==> src/rtl/cpu_fetch.sv <==
// cpu_fetch -- instruction-fetch unit with a DEPTH-entry prefetch queue.
//
// Issues sequential word reads on the CPU memory bus whenever a queue slot
// can be reserved, and presents the oldest fetched word to decode. A redirect
// flushes the queue and restarts fetch at the new PC. A read already on the
// bus cannot be aborted, so it is marked killed and its data is dropped.
//
// Optional feature macro: CPU_FETCH_BYPASS_EN
//   defined   - an unkilled bus return with the queue empty is forwarded to
//               the consumer in the same cycle (and skips the queue if taken)
//   undefined - consumer outputs come only from queue storage
//
// Ports:
//   i_clock, i_reset_n         clock, asynchronous active-low reset
//   o_request/o_rw/o_address   bus read request (o_rw always 0)
//   i_ready/i_data             bus completion and read data
//   o_valid/o_instruction/o_pc head of queue (zeros when not valid)
//   i_take                     consumer pops the head
//   i_redirect/i_redirect_pc   flush and restart fetch at a new PC
//   o_count                    queue occupancy
module cpu_fetch #(
    parameter int          DEPTH    = 4,
    parameter logic [31:0] RESET_PC = 32'h0000_0000
) (
    input  logic                     i_clock,
    input  logic                     i_reset_n,
    output logic                     o_request,
    output logic                     o_rw,
    output logic [31:0]              o_address,
    input  logic                     i_ready,
    input  logic [31:0]              i_data,
    output logic                     o_valid,
    output logic [31:0]              o_instruction,
    output logic [31:0]              o_pc,
    input  logic                     i_take,
    input  logic                     i_redirect,
    input  logic [31:0]              i_redirect_pc,
    output logic [$clog2(DEPTH):0]   o_count
);
    localparam int PW = $clog2(DEPTH);
    localparam int CW = PW + 1;

    typedef enum logic {S_IDLE, S_WAIT} state_t;

    state_t          state, state_next;
    logic            kill;
    logic [31:0]     fetch_pc;
    logic [31:0]     addr;
    logic [PW-1:0]   wr_ptr, rd_ptr;
    logic [CW-1:0]   count;
    logic [31:0]     q_pc  [DEPTH];
    logic [31:0]     q_ins [DEPTH];

    logic empty, done, good, bypass, consume, pop, push, issue;

    assign empty = (count == '0);
    assign done  = (state == S_WAIT) && i_ready;
    // A completing fetch whose data is still wanted.
    assign good  = done && !kill && !i_redirect;
`ifdef CPU_FETCH_BYPASS_EN
    assign bypass = good && empty;
`else
    assign bypass = 1'b0;
`endif
    assign consume = bypass && i_take;
    // Redirect wins over a pop; popping an empty queue does nothing.
    assign pop   = i_take && !empty && !i_redirect;
    assign push  = good && !consume;
    // Only issue when a slot is guaranteed, counting this cycle's pop, so
    // the queue can never overflow when the data returns.
    assign issue = (state == S_IDLE) && !i_redirect && ((count < CW'(DEPTH)) || pop);

    always_comb begin
        state_next = state;
        case (state)
            S_IDLE: if (issue)   state_next = S_WAIT;
            S_WAIT: if (i_ready) state_next = S_IDLE;
            default:             state_next = S_IDLE;
        endcase
    end

    always_ff @(posedge i_clock or negedge i_reset_n) begin
        if (!i_reset_n) state <= S_IDLE;
        else            state <= state_next;
    end

    always_ff @(posedge i_clock or negedge i_reset_n) begin
        if (!i_reset_n) begin
            kill     <= 1'b0;
            fetch_pc <= RESET_PC;
            addr     <= RESET_PC;
            wr_ptr   <= '0;
            rd_ptr   <= '0;
            count    <= '0;
        end else begin
            if (issue) addr <= fetch_pc;
            if (i_redirect) begin
                fetch_pc <= {i_redirect_pc[31:2], 2'b00};
                wr_ptr   <= '0;
                rd_ptr   <= '0;
                count    <= '0;
                // In-flight read keeps running on the bus; drop it on return.
                kill     <= (state == S_WAIT) && !i_ready;
            end else begin
                if (done) begin
                    if (kill) kill     <= 1'b0;
                    else      fetch_pc <= addr + 32'd4;
                end
                if (push) wr_ptr <= wr_ptr + 1'b1;
                if (pop)  rd_ptr <= rd_ptr + 1'b1;
                count <= count + CW'(push) - CW'(pop);
            end
        end
    end

    // Queue storage needs no reset; occupancy gates every read.
    always_ff @(posedge i_clock) begin
        if (push) begin
            q_pc[wr_ptr]  <= addr;
            q_ins[wr_ptr] <= i_data;
        end
    end

    always_comb begin
        o_valid       = 1'b0;
        o_pc          = '0;
        o_instruction = '0;
        if (!empty) begin
            o_valid       = 1'b1;
            o_pc          = q_pc[rd_ptr];
            o_instruction = q_ins[rd_ptr];
        end else if (bypass) begin
            o_valid       = 1'b1;
            o_pc          = addr;
            o_instruction = i_data;
        end
    end

    assign o_request = (state == S_WAIT);
    assign o_rw      = 1'b0;
    assign o_address = addr;
    assign o_count   = count;
endmodule

==> config.mk <==
export PLATFORM = sky130hd
export DESIGN_NAME = cpu_fetch
export DESIGN_NICKNAME = d
export VERILOG_FILES = /design/src/rtl/cpu_fetch.sv
export SDC_FILE = /design/constraint.sdc
export NUM_CORES = 1
export LEC_CHECK = 0
export ABC_CLOCK_PERIOD_IN_PS = 2800
export CORE_ASPECT_RATIO = 2
export CORE_MARGIN = 2
export CORE_UTILIZATION = 48
export DETAILED_ROUTE_END_ITERATION = 8
export HOLD_SLACK_MARGIN = 0.08
export PLACE_DENSITY_LB_ADDON = 0.08
export SYNTH_ARGS = -nofsm -noshare
export SYNTH_HDL_FRONTEND = slang
export SYNTH_SLANG_ARGS = --single-unit
==> constraint.sdc <==
create_clock -name i_clock -period 2.8 [get_ports i_clock]
set_input_delay 0.28 -clock i_clock [delete_from_list [all_inputs] [get_ports i_clock]]
set_output_delay 0.28 -clock i_clock [all_outputs]
set_load 0.01 [all_outputs]
==> results of run 1 <==
[per-stage QoR]
| step | setup slack, ns | cells | util (%) |
|---|---|---|---|
| finish | 0.03893 | 1320 | 60.65 |
| global route | -0.03592 | 1319 | 60.64 |
| CTS | 0.001877 | 1318 | 60.40 |
| detailed placement | 0.01450 | 1268 | 56.99 |
| global placement | 0.1024 | 1268 | 56.99 |
| floorplan | 0.02306 | 762 | - |
[cell families after synthesis]
| kind of cell | count (synthesis) | share of synthesized area (%) |
|---|---|---|
| flip-flops | 329 | 71.37 |
| buffers and inverters | 51 | 1.567 |
| AND/OR/NAND/NOR | 190 | 7.969 |
| AO/OA/AOI/OAI | 56 | 2.722 |
| other | 1 | 0.02813 |
| multiplexers | 98 | 13.63 |
| adder cells (fa/ha/maj) | 8 | 0.8072 |
| XOR/XNOR | 29 | 1.905 |
[cell usage after synthesis, types with 2 or more instances]
library cell / n / share of area, %
xor2_1: 15 / 0.99
mux4_2: 64 / 11
clkbuf_1: 26 / 0.73
inv_1: 11 / 0.31
buf_2: 8 / 0.30
dfrtp_1: 73 / 14
edfxtp_1: 256 / 58
nor3_1: 2 / 0.075
and3_1: 2 / 0.094
a21o_1: 4 / 0.23
nand3_1: 15 / 0.56
nand4_1: 4 / 0.19
o221ai_1: 11 / 0.72
nor3b_1: 4 / 0.23
mux2i_1: 6 / 0.45
nor4_1: 5 / 0.23
buf_4: 2 / 0.11
nor4_2: 6 / 0.56
buf_1: 4 / 0.11
nand3_2: 2 / 0.15
ha_1: 7 / 0.66
mux2_2: 28 / 2.4
nor2_1: 19 / 0.54
o21ai_0: 20 / 0.75
xnor2_1: 14 / 0.92
o31ai_1: 3 / 0.17
nand2_1: 54 / 1.5
a21oi_1: 14 / 0.53
and4_1: 2 / 0.13
and2_1: 68 / 3.2
or3_1: 2 / 0.094
[flip-flops by register name (all words and copies together), names as in the netlist]
signal,count
o_request,1
q_ins,128
q_pc,128
kill,1
fetch_pc,32
o_address,32
rd_ptr,2
o_count,3
wr_ptr,2
[final cells by class]
cell class,count,area share (%)
multi-input cells,382,21.83
repair buffers,197,12.63
flip-flops and latches,329,57.23
clock inverters,13,0.6617
well taps,352,2.647
diodes,1,0.01504
inverters,11,0.2481
clock buffers,35,4.744
[routing by layer]
metal	up-vias	global-route usage (%)	routed length (um)
met5	-	0	0
met4	0	6.722	731
met3	40	2.524	1185
met2	184	36.57	15770
met1	3743	24.29	11210
li1	3289	-	-
[worst min-delay path: stages]
cell             delay [ns]
clkdlybuf4s50_1        0.39
nand2_1                0.06
o21ai_0                0.07
[worst min path at each step]
| stage | from | end | slack, ns | depth (start not counted) |
|---|---|---|---|---|
| after floorplan | i_reset_n | fetch_pc[0] | -0.02 | 0 |
| after global routing | i_redirect_pc[6] | fetch_pc[6] | 0.31 | 3 |
| after global placement | fetch_pc[12] | o_address[12] | 0.46 | 2 |
| after detailed placement | fetch_pc[24] | o_address[24] | 0.47 | 2 |
| after CTS | i_redirect_pc[15] | fetch_pc[15] | 0.29 | 3 |
| final | i_redirect_pc[15] | fetch_pc[15] | 0.31 | 3 |
[what timing repair did]
| action | in CTS | in global routing |
|---|---|---|
| hold buffers | 2 | 0 |
| endpoints found under the setup margin | 64 | 28 |
| endpoints found under the hold margin | 79 | 0 |
| resized for setup | 5 | 14 |
| gates cloned | 0 | 1 |
[power groups by stage]
stage | registers, W | logic, W | clock network [W]
5_1_grt | 0.00674 | 0.00521 | 0.00407
4_1_cts | 0.00664 | 0.00485 | 0.00390
3_3_place_gp | 0.00668 | 0.00474 | 0
6_report | 0.00663 | 0.00485 | 0.00380
3_5_place_dp | 0.00674 | 0.00478 | 0
2_1_floorplan | 0.00664 | 0.00233 | 0
==> impl_results.md, run 1 <==
- Syn Area/Cell: 17.49 sq um
- HP Class: primary input to register
- Antenna-violating nets left: 0
- Hold Slack: 0.3069 ns
- Lkg Pwr: 5.859 nW
- Post-synthesis sequential area ratio: 71.37%
- Sequential cell area: 0.009523 sq mm
- Setup Crit Path Kind: register to output port
- Netlist Area Pre-Place: 0.01333 sq mm
- Kind of end point of the critical path: output port
- NetSw: 0.004431 W
- DR vias: 7,256
- WL final: 28.90 mm
- Flops & latches, synth: 329
- Setup TNS: 0 ns
- CTS tree: yes
- Critical Path Sink: o_pc[14]
- RSZ-0062 raised after global routing: yes
- Most frequent cells in the layout: edfxtp_1, clkdlybuf4s50_1, dfrtp_1
- Row count: 86
- Max VDD drop: 0.0007138 V
- Gpl congestion: 0.7419
- DP Area: 0.01564 sq mm
- Mapped Cells: 762
- Critical path required time: 2.52 ns
- Maxcap violations: 0
- Max clock buf depth: 3
- Design area: 0.01664 sq mm
- Synth async-reset ratio: 22.19%
- Fillers: 2,100
- Area of the multi-input gates: 0.003632 sq mm
- First-pass GRT wire length: 44.44 mm
- DRC: 0
- CP Data Arrival Time: 2.48 ns
- Total stage count of the critical path: 4
- Clock power frac: 24.9%
- Root Driver: clkbuf_16
- Core footprint: 0.02744 sq mm
- Power Density: 918.2 mW/mm^2
- Worst Max-Slew Pin Slew: 0.9576 ns
- Die Ht: 239.7 um
- Crit. Startpoint: rd_ptr[0]
- Highest achievable clock rate: 362.2 MHz
- Count of pins over their slew limit: 0
- Netlist cell types: 42
- Comb power frac: 31.7%
- Layout cells sized above 1: 19.13%
- TritonCTS buffer count: 27
- Internal power: 0.01085 W
- Power, Total: 0.01528 W
- Drt wl/cell: 21.89 um
- EDFF count, synth: 256
- Worst skew pair latency: 0.53 ns
- Crit-path cells: buf_12 > mux4_2 > and2_1 > clkdlybuf4s50_1
- Vias in the first global route: 7,880
- Largest net degree at the start of global routing: 74
- Worst path max stage delay: 0.54 ns
- Fin crit period: 2.761 ns
- Final hold vios: 0
- Reg2reg path depth: 11
- Dpl hpwl: 18.24 mm
- Fin nets: 1,025
- Clk_skew: 0.009850 ns
- Sw frac: 29.00%
- Setup violators final: 0
- Synth Warn #: 0
- Worst Setup Start Kind: register
- Post-synth top flop: edfxtp_1
- Post-Syn Nets: 839
- Initial antenna violation count: 0
- Commonest non-fill, non-tap cell in the layout: edfxtp_1
- # IOs: 171
- Pre-antenna DRT Iters: 4
- Avg Vias per Cell: 5.497
- CTS H-tree lvls: 1
- Master of the slowest instance on the critical path: mux4_2
- R2R Path End: o_count[2]
- IO buf count: 167
- Area Growth Syn to Fin: 24.84%
- Seq pwr share: 43.4%
- Crit-path max FO: 20
- First DRT Iteration DRCs: 437
- Rel. slew slack: 36.16%
- Total GRT Usage: 20.05%
- Reg-to-Reg Start: o_count[2]
- CTS sink cnt: 329
- # Post-CTS Setup Buffers: 0
- CP top delay family: buffers and inverters
- Register-to-register setup slack: 0.23 ns
- Gr ovfl total: 0
- Clk pin slew, worst setup/hold paths: 0.07 ns
- Worst path bufs/invs: 2
- Die area: 0.02920 sq mm
- Fin crit share: 98.61%
- Starting Density: 48.58%
- Status: finished, final reports clean
- Die width: 121.8 um
(Power assumes the default switching activity.)
==> run 2: changes to the inputs <==
MAX_ROUTING_LAYER = met4   (was default)
==> impl_results.md, run 2 (same netlist as run 1, synthesis figures left out) <==
- Area of the multi-input gates: 0.003632 sq mm (unchanged)
- RSZ-0062 raised after global routing: yes
- Max clock buf depth: 3 (unchanged)
- Crit-path max FO: 20 (unchanged)
- CTS sink cnt: 329 (unchanged)
- Worst hold start: i_redirect_pc[15]
- Largest regs: q_ins: 128 flops, q_pc: 128 flops
- Critical path required time: 2.52 ns (about the same)
- Final hold vios: 0 (unchanged)
- # Post-CTS Setup Buffers: 0 (unchanged)
- Setup violators final: 0 (unchanged)
- DR vias: 7,255 (-0.014%)
- CTS tree: yes
- Fin nets: 1,025 (unchanged)
- Final core occ: 60.65% (unchanged)
- Register-to-register setup slack: 0.22 ns (about the same)
- Clock power frac: 24.9% (about the same)
- Sw frac: 29.04% (+0.043 points)
- Commonest non-fill, non-tap cell in the layout: edfxtp_1
- Gr ovfl total: 0 (unchanged)
- Maxcap violations: 0 (unchanged)
- Gpl congestion: 0.7511 (+1.2%)
- Seq pwr share: 43.4% (about the same)
- Vias in the first global route: 7,872 (-0.10%)
- Most frequent cells in the layout: edfxtp_1, clkdlybuf4s50_1, dfrtp_1
- Rel. slew slack: 35.48% (-0.68 points)
- Internal power: 0.01085 W (unchanged)
- Dpl hpwl: 18.24 mm (unchanged)
- Clk_skew: 0.01017 ns (+0.0003162 ns)
- Drt wl/cell: 21.90 um (about the same)
- HP Class: primary input to register
- Avg Vias per Cell: 5.496 (about the same)
- Die width: 121.8 um (unchanged)
- Worst skew pair latency: 0.53 ns (about the same)
- # IOs: 171 (unchanged)
- Die area: 0.02920 sq mm (unchanged)
- Area Growth Syn to Fin: 24.84% (unchanged)
- NetSw: 0.004440 W (+0.21%)
- Pre-antenna DRT Iters: 4 (unchanged)
- Fin crit period: 2.748 ns (-0.01301 ns)
- Clk pin slew, worst setup/hold paths: 0.07 ns (about the same)
- Final cell count without fillers: 1,320 (unchanged)
- First-pass GRT wire length: 44.49 mm (+0.11%)
- Fin crit share: 98.15% (-0.46 points)
- Lkg Pwr: 5.859 nW (unchanged)
- Starting Density: 48.58% (unchanged)
- DRC: 0 (unchanged)
- Largest net degree at the start of global routing: 74 (unchanged)
- WL final: 28.91 mm (about the same)
- Crit. Startpoint: rd_ptr[0]
- Reg-to-Reg Start: o_count[2]
- Initial antenna violation count: 0 (unchanged)
- Core footprint: 0.02744 sq mm (unchanged)
- Row count: 86 (unchanged)
- Setup Crit Path Kind: register to output port
- Count of pins over their slew limit: 0 (unchanged)
- Status: finished, final reports clean
- Worst Setup Start Kind: register
- TritonCTS buffer count: 27 (unchanged)
- Max VDD drop: 0.0007156 V (+0.26%)
- Dpl cells: 1,268 (unchanged)
- Layout cells sized above 1: 19.13% (unchanged)
- Fillers: 2,100 (unchanged)
- Highest achievable clock rate: 363.9 MHz (+0.47%)
- CTS H-tree lvls: 1 (unchanged)
- Power Density: 918.8 mW/mm^2 (about the same)
- First DRT Iteration DRCs: 395 (-9.6%)
- Kind of end point of the critical path: output port
- Sequential cell area: 0.009523 sq mm (unchanged)
- Die Ht: 239.7 um (unchanged)
- Antenna-violating nets left: 0 (unchanged)
- IO buf count: 167 (unchanged)
- Worst Max-Slew Pin Slew: 0.9678 ns (+0.01017 ns)
- CP Data Arrival Time: 2.47 ns (about the same)
- Total GRT Usage: 20.67% (+0.62 points)
- Root Driver: clkbuf_16
- Comb power frac: 31.7% (about the same)
-- run 2: cell counts in the layout (fill, tap and decap cells not counted) --
No cell type changed its count.
-- run 2: routing by layer --
layer / routed length (um) / global-route usage [%] / share of wire (%)
met4: 729 / 6.722 / 2.5
met3: 1192 / 2.429 / 4.1
met1: 11210 / 24.45 / 39
met2: 15780 / 36.55 / 55
met5: 0 / - / 0
-- run 2: path summary, 6_finish.rpt --
path / endpoint / cells after the start
hold / removal: fetch_pc[15] / 3
setup / recovery: o_pc[14] / 4
hold reg to reg: o_address[12] / 2
min in group asynchronous: o_address[21] / 2
setup reg to reg: o_count[2] / 11
max in group asynchronous: rd_ptr[1] / 2
-- run 2: critical path, cell delays in order, from the launching register on --
cell and delay [ns]:
dfrtp_4 0.48, buf_12 0.22, mux4_2 0.54, and2_1 0.19, clkdlybuf4s50_1 0.49
-- run 2: power groups by stage --
| stage | registers, W | logic, W | clock network (W) |
|---|---|---|---|
| after global routing | 0.00674 | 0.00521 | 0.00407 |
| after CTS | 0.00664 | 0.00485 | 0.00390 |
| after detailed placement | 0.00674 | 0.00478 | 0 |
| after floorplan | 0.00664 | 0.00233 | 0 |
| after global placement | 0.00668 | 0.00474 | 0 |
| final | 0.00663 | 0.00485 | 0.00381 |
-- run 2: repair_timing --
item,in CTS,in global routing
hold buffers,2,0
gates resized for setup,5,14
gates cloned,0,1
pin swaps,0,0
endpoints found under the hold margin,79,0
setup endpoints to repair,64,28
-- run 2: final cells by class --
class | count | area share [%]
sequential | 329 | 57.23
clock buffer | 35 | 4.744
tap | 352 | 2.647
clock inverter | 13 | 0.6617
timing repair buffer | 197 | 12.63
multi-input combinational | 382 | 21.83
inverter | 11 | 0.2481
antenna | 1 | 0.01504
-- run 2: per-stage QoR --
step	hold WS, ns	worst slack, ns	power [W]	TNS [ns]	cell area [sq um]
after floorplan	-0.01559	0.02306	0.008975	0	13340
after global placement	0.4589	0.1024	0.01142	0	15640
after detailed placement	0.4660	0.01450	0.01152	0	15640
after CTS	0.2908	0.001877	0.01539	0	16570
after global routing	0.3102	-0.03593	0.01602	-0.1444	16640
final	0.3036	0.05194	0.01529	0	16640
==> run 3: changes to the inputs <==
CORE_ASPECT_RATIO = 1.75   (was 2)
==> impl_results.md, run 3 (same netlist as run 1, synthesis figures left out) <==
- Setup ws final: 0.05505 ns (+0.003113 ns)
- Worst Setup Start Kind: register
- Core footprint: 0.02733 sq mm (-0.41%)
- NetSw: 0.004510 W (+1.6%)
- WL final: 29.52 mm (+2.1%)
- Crit path top cell by count: buf_12
- Die Ht: 224.5 um (-6.4%)
- Vias in the first global route: 8,138 (+3.4%)
- CTS tree: yes
- Pre-antenna DRT Iters: 4 (unchanged)
- Most frequent cells in the layout: edfxtp_1, clkdlybuf4s50_1, dfrtp_1
- HP Class: primary input to register
- # IOs: 171 (unchanged)
- Max clock buf depth: 3 (unchanged)
- Status: finished, final reports clean
- Largest regs: q_ins: 128 flops, q_pc: 128 flops
- Worst path max stage delay: 0.51 ns (-0.03 ns)
- CP Data Arrival Time: 2.46 ns (about the same)
- Power, Total: 0.01528 W (about the same)
- First-pass GRT wire length: 46.13 mm (+3.7%)
- Fin crit period: 2.745 ns (-0.003113 ns)
- Area Growth Syn to Fin: 26.26%
- Setup TNS: 0 ns (unchanged)
- Worst Max-Slew Pin Slew: 0.9855 ns (+0.01766 ns)
- Count of pins over their slew limit: 0 (unchanged)
- Root Driver: clkbuf_16
- CTS sink cnt: 329 (unchanged)
- Fin crit share: 98.03% (-0.11 points)
- Crit-path max FO: 13 (-35%)
- DP Area: 0.01570 sq mm (+0.42%)
- Seq pwr share: 43.3% (about the same)
- Gpl congestion: 0.7590 (+1.1%)
- Dpl hpwl: 18.00 mm (-1.3%)
- TritonCTS buffer count: 29 (+7.4%)
- Kind of end point of the critical path: output port
- Total GRT Usage: 21.53% (+0.86 points)
- Maxcap violations: 0 (unchanged)
- Max VDD drop: 0.0009362 V (+31%)
- Drt wl/cell: 21.82 um (-0.38%)
- CP top delay family: buffers and inverters
- Sw frac: 29.52% (+0.48 points)
- Avg Vias per Cell: 5.448 (-0.88%)
- Largest net degree at the start of global routing: 74 (unchanged)
- IO buf count: 167 (unchanged)
- Layout cells sized above 1: 19.92% (+0.79 points)
- Row count: 80 (-7.0%)
- Comb power frac: 31.5% (-0.2 points)
- Design area: 0.01683 sq mm (+1.1%)
- First DRT Iteration DRCs: 405 (+2.5%)
- Setup Crit Path Kind: register to output port
- Master of the slowest instance on the critical path: dfrtp_4
- Fin nets: 1,039 (+1.4%)
- Lkg Pwr: 5.971 nW (+1.9%)
- Starting Density: 48.78% (+0.20 points)
- Worst path bufs/invs: 5 (+3)
- Clk pin slew, worst setup/hold paths: 0.07 ns (about the same)
- CTS H-tree lvls: 1 (unchanged)
- Worst skew pair latency: 0.55 ns (+0.02 ns)
- Initial antenna violation count: 0 (unchanged)
- Placement Setup Slack: 0.02959 ns (+0.01509 ns)
- Clk_skew: 0.009259 ns (-0.0009076 ns)
- Die area: 0.02917 sq mm (about the same)
- Crit-path cells: buf_12 > buf_12 > buf_12 > buf_16 > mux4_2 > and2_1 > dlygate4sd2_1
- Clock power frac: 25.2% (+0.3 points)
- Power Density: 907.6 mW/mm^2 (-1.2%)
- Internal power: 0.01077 W (-0.77%)
- Gr ovfl total: 0 (unchanged)
- Final hold vios: 0 (unchanged)
- Commonest non-fill, non-tap cell in the layout: edfxtp_1
- Die width: 130.0 um (+6.7%)
- Antenna diodes: 0 (-1)
- Setup violators final: 0 (unchanged)
- DR vias: 7,371 (+1.6%)
- DRC: 0 (unchanged)
- Highest achievable clock rate: 364.3 MHz (+0.11%)
- Antenna-violating nets left: 0 (unchanged)
- Rel. slew slack: 34.30% (-1.2 points)
- Critical path required time: 2.52 ns (about the same)
run 3: power by group through the flow:
stage / Combinational, W / Clock (W) / Sequential, W
after floorplan: 0.00233 / 0 / 0.00664
after global placement: 0.00472 / 0 / 0.00667
after detailed placement: 0.00479 / 0 / 0.00673
after CTS: 0.00488 / 0.00395 / 0.00662
after global routing: 0.00518 / 0.00413 / 0.00671
final: 0.00481 / 0.00385 / 0.00662
run 3: what timing repair did:
action	CTS	global route
hold endpoints to repair	79	0
buffers inserted	8	1
cloned	3	0
hold buffers	2	0
setup endpoints to repair	64	15
gates resized for setup	55	13
run 3: final timing paths:
check	slack (ns)	end	from	depth (start not counted)
hold / removal	0.29	fetch_pc[9]	i_redirect_pc[9]	3
max in group asynchronous	1.62	rd_ptr[1]	i_reset_n	2
setup / recovery	0.06	o_instruction[2]	rd_ptr[0]	7
hold reg to reg	0.47	o_address[12]	fetch_pc[12]	2
min in group asynchronous	0.41	o_address[22]	i_reset_n	2
setup reg to reg	0.22	o_count[2]	o_count[2]	11
run 3: cell type report:
type | count | area (sq um)
Fill cell | 2052 | 10500
Sequential cell | 329 | 9523
Multi-Input combinational cell | 382 | 3628
Timing Repair Buffer | 209 | 2263
Clock buffer | 45 | 847.1
Tap cell | 369 | 461.7
Clock inverter | 8 | 66.31
Inverter | 11 | 41.29
run 3: per-layer routing:
layer	vias up	routed length, um	GRT usage, %
met1	3799	11400	25.64
li1	3330	-	-
met2	197	16070	38.08
met5	-	0	-
met3	45	1290	2.569
met4	0	748	6.694
run 3: worst register-to-register path: stages, from the launching register on:
cell     delay [ns]
dfrtp_1        0.44
or3_2          0.55
nand2_1        0.13
nor2_1         0.05
ha_1           0.29
inv_1          0.06
ha_1           0.14
inv_1          0.05
fa_1           0.37
xor2_1         0.18
xnor2_1        0.14
nor2_1         0.05
run 3: metrics by stage:
step           cells  hold WS, ns  util, %
5_1_grt         1353       0.3073    61.59
6_report        1353       0.2908    61.59
2_1_floorplan    762     -0.01559        -
3_5_place_dp    1286       0.4693    57.47
3_3_place_gp    1286       0.4518    57.47
4_1_cts         1352       0.2757    61.47
